## src/rtl/fp_unpacker.sv

```systemverilog
// Purpose : split an IEEE-style packed float into sign, unbiased exponent,
//           significand with explicit hidden bit, and class flags.
// Latency : 2 cycles (S1 field split + classify, S2 normalise); 1 op/cycle.
// Backpressure: valid/ready on both sides; each stage refills when empty or
//           draining; in_ready is combinational from out_ready; outputs hold
//           stable while out_valid && !out_ready.
//
// Ports:
//   clk, rst_n            clock, asynchronous active-low reset
//   op[W-1:0]             packed operand {sign, exponent, fraction}
//   in_valid / in_ready   input handshake
//   out_valid / out_ready output handshake
//   res_s                 sign (passed through for every class)
//   res_e[XW-1:0]         signed two's-complement unbiased exponent
//   res_m[MAN_W:0]        significand including the explicit hidden bit
//   nan qnan inf denorm zero  class flags
//
// Build option: define FP_UNPACKER_DENORM_NORM_EN to normalise denormals
// (leading-zero count + shift in S2). Without it denormals are flushed to a
// signed zero and flagged as both denorm and zero.

module fp_unpacker #(
  parameter int EXP_W = 8,
  parameter int MAN_W = 23
) (
  input  logic                   clk,
  input  logic                   rst_n,
  input  logic [EXP_W+MAN_W:0]   op,
  input  logic                   in_valid,
  output logic                   in_ready,
  output logic                   out_valid,
  input  logic                   out_ready,
  output logic                   res_s,
  output logic [EXP_W+1:0]       res_e,
  output logic [MAN_W:0]         res_m,
  output logic                   nan,
  output logic                   qnan,
  output logic                   inf,
  output logic                   denorm,
  output logic                   zero
);

  localparam int W    = 1 + EXP_W + MAN_W;
  localparam int BIAS = (2 ** (EXP_W - 1)) - 1;
  localparam int XW   = EXP_W + 2;

  // S1 payload: raw fields plus the final class flags.
  typedef struct packed {
    logic             s;
    logic [EXP_W-1:0] e;
    logic [MAN_W-1:0] f;
    logic             nan;
    logic             qnan;
    logic             inf;
    logic             denorm;
    logic             zero;
  } s1_dat_t;

  // ---------------------------------------------------------------------------
  // Handshake
  // ---------------------------------------------------------------------------
  logic    s1_vld;
  logic    s2_vld;
  logic    s2_rdy;
  s1_dat_t s1_q;
  s1_dat_t s1_nxt;

  // S2 can take new data when empty or when its current result is leaving.
  assign s2_rdy    = !s2_vld || out_ready;
  // S1 advances exactly when it holds data and S2 can take it.
  assign in_ready  = !s1_vld || s2_rdy;
  assign out_valid = s2_vld;

  // ---------------------------------------------------------------------------
  // S1 decode: field split and classification
  // ---------------------------------------------------------------------------
  logic [EXP_W-1:0] op_e;
  logic [MAN_W-1:0] op_f;
  logic             e_ones;
  logic             e_zero;
  logic             f_nz;

  always_comb begin
    op_e   = op[W-2:MAN_W];
    op_f   = op[MAN_W-1:0];
    e_ones = &op_e;
    e_zero = ~|op_e;
    f_nz   = |op_f;

    s1_nxt        = '0;
    s1_nxt.s      = op[W-1];
    s1_nxt.e      = op_e;
    s1_nxt.f      = op_f;
    s1_nxt.nan    = e_ones & f_nz;
    s1_nxt.qnan   = e_ones & f_nz & op_f[MAN_W-1];
    s1_nxt.inf    = e_ones & ~f_nz;
    s1_nxt.denorm = e_zero & f_nz;
`ifdef FP_UNPACKER_DENORM_NORM_EN
    s1_nxt.zero   = e_zero & ~f_nz;
`else
    // Flushed denormals read as zero as well as denorm.
    s1_nxt.zero   = e_zero;
`endif
  end

  always_ff @(posedge clk or negedge rst_n) begin
    if (!rst_n) begin
      s1_vld <= 1'b0;
      s1_q   <= '0;
    end else begin
      if (in_ready) begin
        s1_vld <= in_valid;
      end
      if (in_valid && in_ready) begin
        s1_q <= s1_nxt;
      end
    end
  end

  // ---------------------------------------------------------------------------
  // S2 normalise
  // ---------------------------------------------------------------------------
  logic [XW-1:0]    nx_e;
  logic [MAN_W:0]   nx_m;

`ifdef FP_UNPACKER_DENORM_NORM_EN
  localparam int LZW = $clog2(MAN_W + 1);
  logic [LZW-1:0] lz;
  logic [LZW-1:0] lz_sh;

  // Leading zeros of the fraction: the highest set bit wins because the
  // loop walks upward and later assignments override earlier ones.
  always_comb begin
    lz = '0;
    for (int i = 0; i < MAN_W; i++) begin
      if (s1_q.f[i]) begin
        lz = LZW'(MAN_W - 1 - i);
      end
    end
    // lz+1 never exceeds MAN_W, which always fits in LZW bits.
    lz_sh = lz + LZW'(1);
  end
`endif

  always_comb begin
    nx_e = '0;
    nx_m = '0;
    if (s1_q.nan || s1_q.inf) begin
      nx_e = XW'(BIAS + 1);
      nx_m = {1'b0, s1_q.f};
    end else if (s1_q.zero) begin
      // Zeros (and flushed denormals) keep the all-zero result.
      nx_e = '0;
      nx_m = '0;
`ifdef FP_UNPACKER_DENORM_NORM_EN
    end else if (s1_q.denorm) begin
      // Shift the top set bit into the hidden-bit position; the value is
      // f * 2^(1-BIAS-MAN_W), so the exponent becomes -BIAS - lz.
      nx_m = {1'b0, s1_q.f} << lz_sh;
      nx_e = (-XW'(BIAS)) - XW'(lz);
`endif
    end else begin
      nx_e = {2'b00, s1_q.e} - XW'(BIAS);
      nx_m = {1'b1, s1_q.f};
    end
  end

  always_ff @(posedge clk or negedge rst_n) begin
    if (!rst_n) begin
      s2_vld <= 1'b0;
      res_s  <= 1'b0;
      res_e  <= '0;
      res_m  <= '0;
      nan    <= 1'b0;
      qnan   <= 1'b0;
      inf    <= 1'b0;
      denorm <= 1'b0;
      zero   <= 1'b0;
    end else begin
      if (s2_rdy) begin
        s2_vld <= s1_vld;
      end
      if (s1_vld && s2_rdy) begin
        res_s  <= s1_q.s;
        res_e  <= nx_e;
        res_m  <= nx_m;
        nan    <= s1_q.nan;
        qnan   <= s1_q.qnan;
        inf    <= s1_q.inf;
        denorm <= s1_q.denorm;
        zero   <= s1_q.zero;
      end
    end
  end

endmodule

```

## config.mk

```make
export PLATFORM = sky130hd
export DESIGN_NAME = fp_unpacker
export DESIGN_NICKNAME = d
export VERILOG_FILES = /design/src/rtl/fp_unpacker.sv
export SDC_FILE = /design/constraint.sdc
export NUM_CORES = 1
export LEC_CHECK = 0
export ABC_AREA = 1
export BUFFER_PORTS_ARGS = -buffer_cell sky130_fd_sc_hd__clkbuf_2
export CORE_MARGIN = 1
export CORE_UTILIZATION = 52
export CTS_BUF_LIST = sky130_fd_sc_hd__clkbuf_8
export DETAILED_ROUTE_END_ITERATION = 10
export GPL_TIMING_DRIVEN = 0
export PLACE_DENSITY = 0.86
export SYNTH_ARGS = -nofsm -noshare
export SYNTH_HDL_FRONTEND = slang
export SYNTH_SLANG_ARGS = --single-unit
```

## constraint.sdc

```tcl
create_clock -name clk -period 1.35 [get_ports clk]
set_input_delay 0.27 -clock clk [delete_from_list [all_inputs] [get_ports clk]]
set_output_delay 0.27 -clock clk [all_outputs]
set_load 0.05 [all_outputs]
```

# [Word level (Yosys, flattened, before mapping)]
# Index checks and enable logic that the tools add are counted.
[classes] add_sub_neg=1 muxes=4 bitwise=5 n_reduce_logical=11
[op_table] op="$mux 24" count=2
[op_table] op="$reduce_or 23->1" count=1
[op_table] op="$mux 10" count=2
[op_table] op="$sub 8x7->9 const B" count=1
[op_table] op="$reduce_and 8->1" count=1
[op_table] op="$reduce_or 8->1" count=1
[op_table] op="$and 1x1->1" count=4
[op_table] op="$logic_not 1->1" count=3
[op_table] op="$logic_or 1x1->1" count=3
[op_table] op="$logic_and 1x1->1" count=2
[op_table] op="$not 1->1" count=1
[word_totals] regBits=79

# [Depth between registers and ports, before layout]
[logic_depth] word_depth=4 mapped_depth=7

# [Worst setup path after synthesis]
# No wires, ideal clock.
[synth_timing] path_kind="register -> register" start="reg s2_vld, in the netlist out_valid" end="reg s1_q[31] in the netlist's numbering" setup_ps=119 arrival_ps=1621 path_slack_ps=-390 stages_incl_launch_ff=6 n_path_buf=1 synth_period_minus_slack_ps=1740 path_cell_list="dfrtp_1 nand3_2 nand2_1 inv_2 buf_6 o21a_1"
[synth_between] elab_chain_cells=4
[synth_lines] element="start, declared" line_no="63" text="logic s2_vld;"
[synth_lines] element="start signal, assigned" line_no="181" text="s2_vld <= s1_vld;"
[synth_lines] element="$logic_not 1->1" line_no="69" text="assign s2_rdy = !s2_vld || out_ready;"
[synth_lines] element="$logic_or 1x1->1" line_no="69"
[synth_lines] element="$logic_or 1x1->1" line_no="71" text="assign in_ready = !s1_vld || s2_rdy;"
[synth_lines] element="via in_ready" line_no="30" text="output logic in_ready,"
[synth_lines] element="$logic_and 1x1->1" line_no="114" text="if (in_valid && in_ready) begin"
[synth_lines] element="end signal, assigned" line_no="115" text="s1_q <= s1_nxt;"
[synth_lines] element="end, declared" line_no="65" text="s1_dat_t s1_q;"
# The timed path passes the listed nets, and every way through them passes these cells.
# A chain may end at the register's enable or synchronous reset.

# [Worst setup path in the final report]
[layout_timing] start="reg s2_vld, in the netlist out_valid" end="out in_ready"
[layout_between] elab_chain_cells=3
[layout_lines] element="$logic_not 1->1" line_no="69"
[layout_lines] element="$logic_or 1x1->1" line_no="69"
[layout_lines] element="$logic_or 1x1->1" line_no="71"
[layout_lines] element="end, declared" line_no="30"
# Every way passes these cells.

==> metrics.md <==
| Metric | Value |
|---|---|
| TNS Setup | `0 ps` |
| Final Skew | `7.40 ps` |
| Post-synthesis sequential area ratio | `59.5%` |
| Dpl hpwl | `5350 µm` |
| Max FO, Critical Path | `3` |
| Worst vdd ir | `about 1.1 mV` |
| # IOs | `78` |
| Most common cell after layout, fill and taps aside | `nand2_1` |
| DR vias | `between 2000 and 3000` |
| Clock slew at the register clock pins of the worst setup and hold paths | `80 ps` |
| Synth area leader | `dfrtp_1` |
| Setup crit end kind | `primary output` |
| Number of global-route vias before repair | `2700` |
| H-tree Lvls | `3` |
| Post-synthesis register bit count | `78` |
| Max_slew headroom | `74.5%` |
| Sink Count | `78` |
| Main combinational cell family by area after synthesis | `simple AND/OR/NAND/NOR gates` |
| Max clock buf depth | `2` |
| Total power | `7.70 mW` |
| Synthesized area | `3280 µm²` |
| Xor-xnor portion of the synthesized cell area | `0.534%` |
| Clock share of power | `25.7%` |
| P_int | `4.63 mW` |
| Row count | `28` |
| Simple-Gate Fraction of Synth Area | `about 30%` |
| Setup CP Type | `flop to primary output` |
| Clock buffer count from CTS | `9` |
| Initial Util | `54.8%` |
| Syn_nets | `426` |
| Yosys top cell area share | `59.5%` |
| DR vias/cell | `5.03` |
| GRT Resource Usage Total | `25.1%` |
| Outcome | `completed` |
| Share of cells above drive strength 1 | `26.0%` |
| Initial antenna violation count | `0` |
| # port buffers | `77` |
| Startpoint types | `flop` |
| Fin. Hold Viols | `0` |
| DIE AREA | `6640 µm²` |
| Worst Path Arrival | `1060 ps` |
| CTS tree | `built` |
| R2R Setup Slk | `70 ps` |
| Die height | `81.5 µm` |
| TritonRoute pass-1 iters | `5` |
| Area share of fa/ha/maj cells after synthesis | `0.381%` |
| Largest net degree at the start of global routing | `54` |
| Post-route antenna net violation count | `0` |
| Fin. max-slew vios | `0` |
| Global placement routability congestion | `0.862` |
| Min Tclk post-route | `1330 ps` |
| ANT cells | `0` |
| Total gr overflow | `0` |
| Clk Latency, worst-skew pair | `between 300 and 400 ps` |
| R2r worst-path depth | `6` |
| Max Fclk | `0.754 GHz` |
| Sw frac | `39.8%` |
| Synth Area in Compound Gates | `3.28%` |
| Syn avg cell area | `8.44 µm²` |
| Multiplexer share of the synthesized area | `0%` |
| Worst EP required | `1080 ps` |
| Most frequent cells in the layout | `nand2_1 (183), dfrtp_1 (76), clkbuf_2 (74), nand3_1 (34), nor2_1 (24)` |
| Sequential share of power | `40.5%` |
| Global-route wire length before repair | `12200 µm` |
| RSZ-0062 raised after global routing | `yes` |
| Setup violators final | `0` |
| Root Driver | `clkbuf_8` |
| Drt total wl | `between 7000 and 8000 µm` |
| Total of max-cap violations | `0` |
| Unique masters post-synth | `25` |
| Power Density | `1870 nW/µm²` |
| Nets | `520` |
| Top cells by area, synth | `dfrtp_1 (59%), nand2_1 (21%), nand3_1 (5.2%)` |
| Worst slew pin tran | `roughly 380 ps` |
| Logic pwr share | `between 30% and 40%` |
| Class of the worst hold path | `input port to flop` |
| Lkg Pwr | `about 2.3 nW` |
| Synth Instances | `389` |
| Routed length per instance | `13.4 µm` |
| Synth-to-Final Area Change | `25.6%` |
| Worst Hold Path Cells | `3` |
| Yosys warns | `0` |
| Period Utilization, post-route | `98.3%` |
| 1st-iter DRT viols | `155` |
| Die width | `81.5 µm` |
| DRC Markers | `0` |
| Core Box Area | `5990 µm²` |
| Psw | `about 3.1 mW` |
[metrics by stage]
stage / util (%) / hold WS, ps / instances / setup WS, ps / instance area, µm²
after global routing: 68.8 / 127 / 563 / -20.3 / 4120
after detailed placement: 63.6 / 240 / 542 / 31.4 / 3810
after global placement: 63.1 / 463 / 541 / -796 / 3780
final: 68.8 / 138 / 563 / 23.6 / 4120
after CTS: 68.3 / 125 / 560 / 2.03 / 4090
after floorplan: - / -25.6 / 389 / -9.66 / 3300
[logic make-up (layout without fill, tap and decap cells)]
| group | Yosys count | after routing |
|---|---|---|
| AND/OR/NAND/NOR | 251 | 251 |
| adder cells (fa/ha/maj) | 1 | 1 |
| XOR/XNOR | 2 | 2 |
| AO/OA/AOI/OAI | 19 | 19 |
| buffers and inverters | 38 | 137 |
| flip-flops | 78 | 78 |
[worst paths after layout]
path	end	start
min in group asynchronous	res_m[20]	rst_n
worst max-delay path	in_ready	out_valid
worst min-delay path	s1_q[14]	op[9]
max in group asynchronous	s1_q[28]	rst_n
worst min register to register	res_m[3]	res_m[3]
worst max register to register	res_m[11]	out_valid
[flip-flops by register name (all words and copies together) (netlist names)]
name and flops:
s1_q 37, res_e 9, out_valid 1, qnan 1, s1_vld 1, denorm 1, res_s 1, nan 1
inf 1, zero 1, res_m 24
[layout make-up]
cell class              instances  area, µm²
flip-flops and latches         78       1950
fillers                       465       1870
multi-input cells             273       1180
repair buffers                 83        484
clock buffers                  12        165
plain buffers                  16       96.3
well taps                      75       93.8
inverters                      22       82.6
clock inverters                 4       68.8
[routing by layer]
| metal | global-route usage [%] | share of wire, % |
|---|---|---|
| met1 | 32.4 | 44 |
| met2 | 39.9 | 50 |
| met3 | 6.00 | 4.8 |
| met4 | 12.0 | 1.9 |
| met5 | 0 | 0 |
[power groups by stage]
| stage | Clock, mW | Combinational, mW | Sequential (mW) |
|---|---|---|---|
| after CTS | 2.01 | 2.58 | 3.11 |
| after global placement | 0 | 2.47 | 3.13 |
| after detailed placement | 0 | 2.53 | 3.15 |
| after floorplan | 0 | 0.721 | 4.25 |
| after global routing | 2.12 | 2.79 | 3.17 |
| final | 1.98 | 2.60 | 3.12 |
[cell usage after synthesis]
cell	instances
nand2_1	184
dfrtp_1	78
nand3_1	34
nor2_1	25
inv_1	18
buf_2	11
o21ai_0	9
buf_4	4
inv_2	4
o21ai_1	4
nor3_1	3
o21bai_1	2
a21oi_1	1
buf_6	1
ha_1	1
nand2_2	1
nand3_2	1
nand4_1	1
nor2_2	1
nor3_4	1
o21a_1	1
o21ai_2	1
o22ai_1	1
xnor2_1	1
xor2_1	1
[worst max-delay path, stage by stage, from the launching register on]
cell,delay [ps]
dfrtp_2,440
nand3_4,110
clkbuf_16,170
[repair_timing]
action	in CTS	in global routing
hold buffers	1	0
pin swaps	0	2
setup endpoints to repair	2	28
endpoints found under the hold margin	25	0
gates cloned	0	0
resized for setup	5	4
setup buffers	1	3
No activity file was read; power rests on OpenSTA's default activity.
